[config.mk]
export PLATFORM = sky130hd
export DESIGN_NAME = alu_arbiter_flat
export DESIGN_NICKNAME = d
export VERILOG_FILES = /design/src/rtl/alu_pkg.sv /design/src/rtl/alu_arbiter_if.sv /design/src/rtl/alu_rr_arb2.sv /design/src/rtl/alu_arbiter.sv /design/src/flat_wrapper.sv
export SDC_FILE = /design/constraint.sdc
export NUM_CORES = 1
export LEC_CHECK = 0
export ABC_CLOCK_PERIOD_IN_PS = 2500
export BUFFER_PORTS_ARGS = -buffer_cell sky130_fd_sc_hd__buf_2
export CAP_MARGIN = 40
export CORE_AREA = 2 2 121 123
export CTS_CLUSTER_SIZE = 10
export DETAILED_ROUTE_END_ITERATION = 10
export DIE_AREA = 0 0 123 125
export PLACE_DENSITY = 0.69
export SLEW_MARGIN = 20
export SYNTH_ARGS = -nofsm -noshare
export SYNTH_HDL_FRONTEND = slang
export SYNTH_HIERARCHICAL = 1
export SYNTH_SLANG_ARGS = --single-unit
export TNS_END_PERCENT = 50
[constraint.sdc]
create_clock -name clk -period 2.5 [get_ports clk]
set_input_delay 0.375 -clock clk [delete_from_list [all_inputs] [get_ports clk]]
set_output_delay 0.375 -clock clk [all_outputs]
set_load 0.01 [all_outputs]
[src/rtl/alu_pkg.sv]
// alu_pkg: definitions shared by the ALU arbiter and the ALU opcode decode.
//   - 3-bit opcode type and the opcodes the ALU implements
//   - is_legal_op(): 1 for opcodes the ALU implements
//   - arbiter FSM state encoding
package alu_pkg;

  typedef logic [2:0] op_t;

  localparam op_t OP_FADD = 3'b000;
  localparam op_t OP_FSUB = 3'b001;
  localparam op_t OP_FMUL = 3'b011;
  localparam op_t OP_AND  = 3'b100;
  localparam op_t OP_OR   = 3'b101;
  localparam op_t OP_XOR  = 3'b110;

  typedef enum logic [1:0] {
    IDLE = 2'b00,
    EXEC = 2'b01,
    RESP = 2'b10
  } state_t;

  // 010 and 111 have no ALU implementation.
  function automatic logic is_legal_op(input op_t op);
    case (op)
      OP_FADD, OP_FSUB, OP_FMUL, OP_AND, OP_OR, OP_XOR: return 1'b1;
      default:                                          return 1'b0;
    endcase
  endfunction

endpackage

[src/rtl/alu_arbiter_if.sv]
// alu_arbiter_if: bundles the two requester channels and the ALU operand/result bus.
//   req{0,1}_valid/ready/op/a/b : request channels (requester -> arbiter)
//   rsp{0,1}_valid/ready/data/err : response channels (arbiter -> requester)
//   alu_opcode/alu_x1/alu_x2 : arbiter -> ALU, alu_x3 : ALU -> arbiter
// Modports: slave = arbiter side, master = requesters + ALU side.
interface alu_arbiter_if #(
  parameter int unsigned DATA_W = 32
) ();

  logic              req0_valid;
  logic              req0_ready;
  alu_pkg::op_t      req0_op;
  logic [DATA_W-1:0] req0_a;
  logic [DATA_W-1:0] req0_b;
  logic              rsp0_valid;
  logic              rsp0_ready;
  logic [DATA_W-1:0] rsp0_data;
  logic              rsp0_err;

  logic              req1_valid;
  logic              req1_ready;
  alu_pkg::op_t      req1_op;
  logic [DATA_W-1:0] req1_a;
  logic [DATA_W-1:0] req1_b;
  logic              rsp1_valid;
  logic              rsp1_ready;
  logic [DATA_W-1:0] rsp1_data;
  logic              rsp1_err;

  alu_pkg::op_t      alu_opcode;
  logic [DATA_W-1:0] alu_x1;
  logic [DATA_W-1:0] alu_x2;
  logic [DATA_W-1:0] alu_x3;

  modport slave (
    input  req0_valid, req0_op, req0_a, req0_b, rsp0_ready,
    output req0_ready, rsp0_valid, rsp0_data, rsp0_err,
    input  req1_valid, req1_op, req1_a, req1_b, rsp1_ready,
    output req1_ready, rsp1_valid, rsp1_data, rsp1_err,
    output alu_opcode, alu_x1, alu_x2,
    input  alu_x3
  );

  modport master (
    output req0_valid, req0_op, req0_a, req0_b, rsp0_ready,
    input  req0_ready, rsp0_valid, rsp0_data, rsp0_err,
    output req1_valid, req1_op, req1_a, req1_b, rsp1_ready,
    input  req1_ready, rsp1_valid, rsp1_data, rsp1_err,
    input  alu_opcode, alu_x1, alu_x2,
    output alu_x3
  );

endinterface

[src/rtl/alu_rr_arb2.sv]
// alu_rr_arb2: combinational 2-way round-robin grant.
//   valid0/valid1 : requests
//   last_grant    : port that completed most recently (0 or 1)
//   grant0/grant1 : one-hot (or zero) grant
// A lone request is always granted; on contention the port != last_grant wins.
module alu_rr_arb2 (
  input  logic valid0,
  input  logic valid1,
  input  logic last_grant,
  output logic grant0,
  output logic grant1
);

  always_comb begin
    grant0 = valid0 & (~valid1 | last_grant);
    grant1 = valid1 & (~valid0 | ~last_grant);
  end

endmodule

[src/rtl/alu_arbiter.sv]
// alu_arbiter: shares one multi-cycle ALU between two valid/ready requesters.
//   clk  : system clock, rising edge
//   rst  : synchronous active-high reset; discards any in-flight operation
//   bus  : alu_arbiter_if.slave -- both request/response channels and the ALU bus
//   busy : high whenever the FSM is not IDLE
// One operation is in flight at a time. Legal opcodes spend ALU_LATENCY+1 cycles in
// EXEC before the result is captured; illegal opcodes go straight to RESP with err=1.
module alu_arbiter
  import alu_pkg::*;
#(
  parameter int unsigned ALU_LATENCY = 1,
  parameter int unsigned DATA_W      = 32
) (
  input  logic         clk,
  input  logic         rst,
  alu_arbiter_if.slave bus,
  output logic         busy
);

  state_t            state;
  logic              last_grant;
  logic              owner;
  logic [3:0]        cnt;
  logic [DATA_W-1:0] res_data;
  logic              res_err;
  op_t               alu_op_q;
  logic [DATA_W-1:0] alu_x1_q;
  logic [DATA_W-1:0] alu_x2_q;

  logic              grant0;
  logic              grant1;
  logic              ready0;
  logic              ready1;
  logic              xfer;
  logic              rsp_valid0;
  logic              rsp_valid1;
  logic              rsp_fire;
  op_t               sel_op;
  logic [DATA_W-1:0] sel_a;
  logic [DATA_W-1:0] sel_b;

  alu_rr_arb2 u_arb (
    .valid0     (bus.req0_valid),
    .valid1     (bus.req1_valid),
    .last_grant (last_grant),
    .grant0     (grant0),
    .grant1     (grant1)
  );

  always_comb begin
    // Ready is masked during reset so nobody sees a transfer the FSM will ignore.
    ready0     = (state == IDLE) & ~rst & grant0;
    ready1     = (state == IDLE) & ~rst & grant1;
    xfer       = ready0 | ready1;  // a grant already implies the matching valid
    sel_op     = grant1 ? bus.req1_op : bus.req0_op;
    sel_a      = grant1 ? bus.req1_a  : bus.req0_a;
    sel_b      = grant1 ? bus.req1_b  : bus.req0_b;
    rsp_valid0 = (state == RESP) & ~owner;
    rsp_valid1 = (state == RESP) &  owner;
    rsp_fire   = (rsp_valid0 & bus.rsp0_ready) | (rsp_valid1 & bus.rsp1_ready);
  end

  always_ff @(posedge clk) begin
    if (rst) begin
      state      <= IDLE;
      last_grant <= 1'b1;
      owner      <= 1'b0;
      cnt        <= '0;
      res_data   <= '0;
      res_err    <= 1'b0;
      alu_op_q   <= '0;
      alu_x1_q   <= '0;
      alu_x2_q   <= '0;
    end else begin
      unique case (state)
        IDLE: begin
          if (xfer) begin
            owner <= grant1;
            if (is_legal_op(sel_op)) begin
              // The ALU operand registers double as the latched request.
              alu_op_q <= sel_op;
              alu_x1_q <= sel_a;
              alu_x2_q <= sel_b;
              cnt      <= 4'(ALU_LATENCY);
              state    <= EXEC;
            end else begin
              res_data <= '0;
              res_err  <= 1'b1;
              state    <= RESP;
            end
          end
        end
        EXEC: begin
          if (cnt != 4'd0) begin
            cnt <= cnt - 4'd1;
          end else begin
            res_data <= bus.alu_x3;
            res_err  <= 1'b0;
            state    <= RESP;
          end
        end
        RESP: begin
          if (rsp_fire) begin
            last_grant <= owner;
            state      <= IDLE;
          end
        end
        default: state <= IDLE;
      endcase
    end
  end

  assign bus.req0_ready = ready0;
  assign bus.req1_ready = ready1;
  assign bus.rsp0_valid = rsp_valid0;
  assign bus.rsp1_valid = rsp_valid1;
  assign bus.rsp0_data  = res_data;
  assign bus.rsp1_data  = res_data;
  assign bus.rsp0_err   = rsp_valid0 & res_err;
  assign bus.rsp1_err   = rsp_valid1 & res_err;
  assign bus.alu_opcode = alu_op_q;
  assign bus.alu_x1     = alu_x1_q;
  assign bus.alu_x2     = alu_x2_q;
  assign busy           = (state != IDLE);

endmodule

[src/flat_wrapper.sv]
// flat-port wrapper written by rule: the top's interface ports become plain ports
module alu_arbiter_flat import alu_pkg::*;
#(
  parameter int unsigned ALU_LATENCY = 1,
  parameter int unsigned DATA_W      = 32
)
  (clk, rst, busy, bus_req0_valid, bus_req0_op, bus_req0_a, bus_req0_b, bus_rsp0_ready, bus_req0_ready, bus_rsp0_valid, bus_rsp0_data, bus_rsp0_err, bus_req1_valid, bus_req1_op, bus_req1_a, bus_req1_b, bus_rsp1_ready, bus_req1_ready, bus_rsp1_valid, bus_rsp1_data, bus_rsp1_err, bus_alu_opcode, bus_alu_x1, bus_alu_x2, bus_alu_x3);
  alu_arbiter_if #(.DATA_W(DATA_W)) bus_i ();
  input  logic clk;
  input  logic rst;
  output logic busy;
  input wire logic [$bits(bus_i.req0_valid)-1:0] bus_req0_valid;
  input wire logic [$bits(bus_i.req0_op)-1:0] bus_req0_op;
  input wire logic [$bits(bus_i.req0_a)-1:0] bus_req0_a;
  input wire logic [$bits(bus_i.req0_b)-1:0] bus_req0_b;
  input wire logic [$bits(bus_i.rsp0_ready)-1:0] bus_rsp0_ready;
  output wire logic [$bits(bus_i.req0_ready)-1:0] bus_req0_ready;
  output wire logic [$bits(bus_i.rsp0_valid)-1:0] bus_rsp0_valid;
  output wire logic [$bits(bus_i.rsp0_data)-1:0] bus_rsp0_data;
  output wire logic [$bits(bus_i.rsp0_err)-1:0] bus_rsp0_err;
  input wire logic [$bits(bus_i.req1_valid)-1:0] bus_req1_valid;
  input wire logic [$bits(bus_i.req1_op)-1:0] bus_req1_op;
  input wire logic [$bits(bus_i.req1_a)-1:0] bus_req1_a;
  input wire logic [$bits(bus_i.req1_b)-1:0] bus_req1_b;
  input wire logic [$bits(bus_i.rsp1_ready)-1:0] bus_rsp1_ready;
  output wire logic [$bits(bus_i.req1_ready)-1:0] bus_req1_ready;
  output wire logic [$bits(bus_i.rsp1_valid)-1:0] bus_rsp1_valid;
  output wire logic [$bits(bus_i.rsp1_data)-1:0] bus_rsp1_data;
  output wire logic [$bits(bus_i.rsp1_err)-1:0] bus_rsp1_err;
  output wire logic [$bits(bus_i.alu_opcode)-1:0] bus_alu_opcode;
  output wire logic [$bits(bus_i.alu_x1)-1:0] bus_alu_x1;
  output wire logic [$bits(bus_i.alu_x2)-1:0] bus_alu_x2;
  input wire logic [$bits(bus_i.alu_x3)-1:0] bus_alu_x3;
  assign bus_i.req0_valid = bus_req0_valid;
  assign bus_i.req0_op = bus_req0_op;
  assign bus_i.req0_a = bus_req0_a;
  assign bus_i.req0_b = bus_req0_b;
  assign bus_i.rsp0_ready = bus_rsp0_ready;
  assign bus_req0_ready = bus_i.req0_ready;
  assign bus_rsp0_valid = bus_i.rsp0_valid;
  assign bus_rsp0_data = bus_i.rsp0_data;
  assign bus_rsp0_err = bus_i.rsp0_err;
  assign bus_i.req1_valid = bus_req1_valid;
  assign bus_i.req1_op = bus_req1_op;
  assign bus_i.req1_a = bus_req1_a;
  assign bus_i.req1_b = bus_req1_b;
  assign bus_i.rsp1_ready = bus_rsp1_ready;
  assign bus_req1_ready = bus_i.req1_ready;
  assign bus_rsp1_valid = bus_i.rsp1_valid;
  assign bus_rsp1_data = bus_i.rsp1_data;
  assign bus_rsp1_err = bus_i.rsp1_err;
  assign bus_alu_opcode = bus_i.alu_opcode;
  assign bus_alu_x1 = bus_i.alu_x1;
  assign bus_alu_x2 = bus_i.alu_x2;
  assign bus_i.alu_x3 = bus_alu_x3;
  alu_arbiter #(.ALU_LATENCY(ALU_LATENCY), .DATA_W(DATA_W)) u_core (.clk(clk), .rst(rst), .bus(bus_i), .busy(busy));
endmodule
==> flow_metrics.py <==
metrics = {
    "outcome": {
        "outcome": "finished clean",
    },
    "sta": {
        "number_of_endpoints_failing_setup_at_the_final_stage": 0,
        "max_freq_mhz": 485,
        "maxSlewViolCount": 0,
        "ratio_of_final_minimum_period_to_clock_period": 0.825,
        "grt_setup_unrepaired": "false",
        "timing.clock.skew_ps": 6.20,
        "final.setup.tns_ps": 0,
        "max_slew_headroom": 0.569,
        "worst_pin_slew_ps": 646,
        "fin_crit_ps": 2060,
        "final_hold_viol_count": 0,
    },
    "cts": {
        "clkTransAtPathRegs_ps": 80,
        "total_number_of_h_tree_levels": 3,
        "cts_made_buffers": 9,
        "ctsRootBufferMaster": "sky130_fd_sc_hd__clkbuf_16",
        "post-cts-setup-buffer-count": 0,
        "clock_path_buffers": 2,
        "tritoncts_clock_tree": "done",
        "cts.repair.resized": 0,
        "worstSkewPairLatency_ps": 340,
        "hold_buffers": 0,
        "cts.sinks": 108,
    },
    "synth": {
        "mapped_avg_cell_area_um2": 9.22,
        "synth_top_family_by_area": "compound AO/OA/AOI/OAI gates",
        "async_reset_ff_frac": 0,
        "yosys-top-cells-area": "sky130_fd_sc_hd__dfxtp_1 (42%), sky130_fd_sc_hd__mux2i_1 (13%), sky130_fd_sc_hd__a21oi_1 (10%)",
        "synthFlopType": "sky130_fd_sc_hd__dfxtp_1",
        "synth-simple-area-share": 0.0541,
        "synth_top_area_cell": "sky130_fd_sc_hd__dfxtp_1",
        "yosys_warnings": 6,
        "ys_ff_latch": 108,
        "ys_seq_area_frac": 0.423,
        "yosys.cell_count.top_type": "sky130_fd_sc_hd__dfxtp_1",
        "synthXorXnorAreaFrac": 0.00343,
        "synth_top_cell_area_share": 0.423,
        "synth_compound_gate_area_share": 0.275,
        "post_synth_fa_ha_maj_area_fraction": 0.00490,
        "synth_cell_type_count": 33,
        "synth.mux.area_fraction": 0.133,
        "synth.net_count": 728,
        "count_of_flip_flops_with_a_built_in_enable_after_synthesis": 0,
        "synth.cells.most_frequent": "sky130_fd_sc_hd__dfxtp_1 (108), sky130_fd_sc_hd__a21oi_1 (107), sky130_fd_sc_hd__a211oi_1 (68), sky130_fd_sc_hd__mux2i_1 (68)",
        "postSynthCellCount": 554,
        "synth.cell_area_um2": 5110,
    },
    "floorplan": {
        "floorplan.initialDensity": 0.360,
        "die-area_um2": 15400,
        "io_pins": 310,
        "dieHeight_um": 125,
        "die_x_um": 123,
        "core_um2": 14200,
        "placement_rows": 44,
    },
    "worst_setup_path": {
        "critical_path.cell_chain": "a21boi_4 -> buf_4 -> a32o_1 -> nor2_4 -> buf_4 -> a211oi_1",
        "cp.arrival_ps": 2320,
        "critPathMaxFanout": 25,
        "startpoint_type_of_the_worst_setup_path": "flop",
        "critical_path_buf_inv_count": 2,
        "worst_ep_required_time_ps": 2760,
        "critical_path_class": "flop to flop",
        "critical_path.slowest_cell": "sky130_fd_sc_hd__buf_4",
        "crit_path_end_kind": "flop",
        "worst_path_dominant_cell_family": "compound AO/OA/AOI/OAI gates",
        "critical-path-top-cell-by-count": "sky130_fd_sc_hd__buf_4",
        "worst_path_largest_cell_delay_ps": 400,
    },
    "layout": {
        "layout-drive-gt1-share": 0.429,
        "fin_area_um2": 6850,
        "nNetsFinal": 976,
        "finish.cell_count_without_fillers": 992,
        "flow.area_growth_from_synthesis_pct": 34.1,
    },
    "grt": {
        "initial_antenna_violation_count": 3,
        "gr-usage-all-layers": 0.188,
        "pin_count_of_the_biggest_net_entering_global_routing": 62,
        "global_route_wire_length_before_repair_mm": 23.1,
        "grt_remaining_overflow": 0,
        "first_global_vias": 4563,
    },
    "route": {
        "drc_errors": 0,
        "detail_route.wl_per_cell_um": 15.2,
        "via_count": 5009,
        "route.final.wire_length_mm": 15.1,
        "final_antenna_net_count": 0,
        "first_pass_iters": 5,
        "drt_iter0_drc": 142,
        "detail_route.vias_per_cell": 5.05,
    },
    "placed_design": {
        "dpl.cell_count": 975,
        "detailedPlacementHpwl_mm": 11.0,
        "portBuffers": 309,
        "finalWeightedCongestion": 0.773,
        "placement.cell_area_um2": 6550,
    },
    "power_and_ir_drop": {
        "power.density_nw_per_um2": 671,
        "total_leakage_power_nw": 3.15,
        "power.total_w": 0.00459,
        "irDropWorstVdd_v": 0.000350,
    },
    "flow_run": {
        "cap_viol_max_count": 0,
    },
    "hold_path": {
        "hold_path_class": "input pin to flop",
    },
}
## worst paths after layout
| kind | startpoint | end | slack (ps) | cells past startpoint |
|---|---|---|---|---|
| max | u_core/last_grant$_SDFFE_PP1P_ | u_core/bus.alu_x1[5]$_SDFFE_PP0P_ | 440 | 6 |
| min | bus_alu_x3[25] | u_core/bus.rsp0_data[25]$_SDFFE_PP0P_ | 260 | 3 |
| max reg2reg | u_core/last_grant$_SDFFE_PP1P_ | u_core/bus.alu_x1[5]$_SDFFE_PP0P_ | 440 | 6 |
| min reg2reg | u_core/res_err$_SDFFE_PP0P_ | u_core/res_err$_SDFFE_PP0P_ | 470 | 2 |
## routing by layer
layer	track usage	wire, µm
met1	0.223	6040
met2	0.324	7570
met3	0.0511	1150
met4	0.0662	276
met5	0	26
## placed cells by master, fill, tap and decap left out, types with 6 or more instances in the layout
master,n
sky130_fd_sc_hd__a211oi_1,68
sky130_fd_sc_hd__a21oi_1,107
sky130_fd_sc_hd__buf_2,308
sky130_fd_sc_hd__buf_4,13
sky130_fd_sc_hd__clkbuf_16,9
sky130_fd_sc_hd__dfxtp_1,108
sky130_fd_sc_hd__inv_1,6
sky130_fd_sc_hd__mux2i_1,68
sky130_fd_sc_hd__nand2_1,38
sky130_fd_sc_hd__o211ai_1,34
## logic make-up (layout without fill, tap and decap cells)
| family | Yosys count | after routing |
|---|---|---|
| fa+ha+maj | 2 | 2 |
| other cells | 0 | 1 |
| flops | 108 | 108 |
| simple gates | 60 | 60 |
| compound gates | 221 | 221 |
| mux | 68 | 68 |
| xor+xnor | 2 | 2 |
| buf+inv | 93 | 346 |
## tightest hold or removal path, cell delays in order
cell and delay, ps:
sky130_fd_sc_hd__buf_2 90, sky130_fd_sc_hd__nand2_1 40, sky130_fd_sc_hd__a21oi_1 50
## power breakdown
group / switching, W / internal [W] / total, W
combinational: 0.000661 / 0.000503 / 0.00116
sequential: 0.0000963 / 0.00189 / 0.00198
clock: 0.000660 / 0.000785 / 0.00144
total: 0.00142 / 0.00318 / 0.00459
## flip-flops by register name, indices dropped and copies added, names as in the netlist, 2 cells and up
signal                 flops
u_core/state               2
u_core/bus.alu_opcode      3
u_core/bus.alu_x1         32
u_core/bus.rsp0_data      32
u_core/cnt                 4
u_core/bus.alu_x2         32
## metrics by stage
| step | hold slack (ps) | utilization | worst slack, ps |
|---|---|---|---|
| 2_1_floorplan | 438 | - | 591 |
| 3_3_place_gp | 456 | 0.461 | 356 |
| 3_5_place_dp | 459 | 0.461 | 281 |
| 4_1_cts | 245 | 0.482 | 405 |
| 5_1_grt | 256 | 0.482 | 270 |
| 6_report | 262 | 0.482 | 437 |
## final cells by class
cell class,instances,area [µm²]
timing repair buffer,324,1700
antenna,1,2.50
fill,1434,7350
inverter,6,22.5
clock buffer,9,225
multi-input combinational,353,2430
tap,184,230
clock inverter,7,75.1
sequential,108,2160
Note: power is estimated with default switching activity, not from simulation.
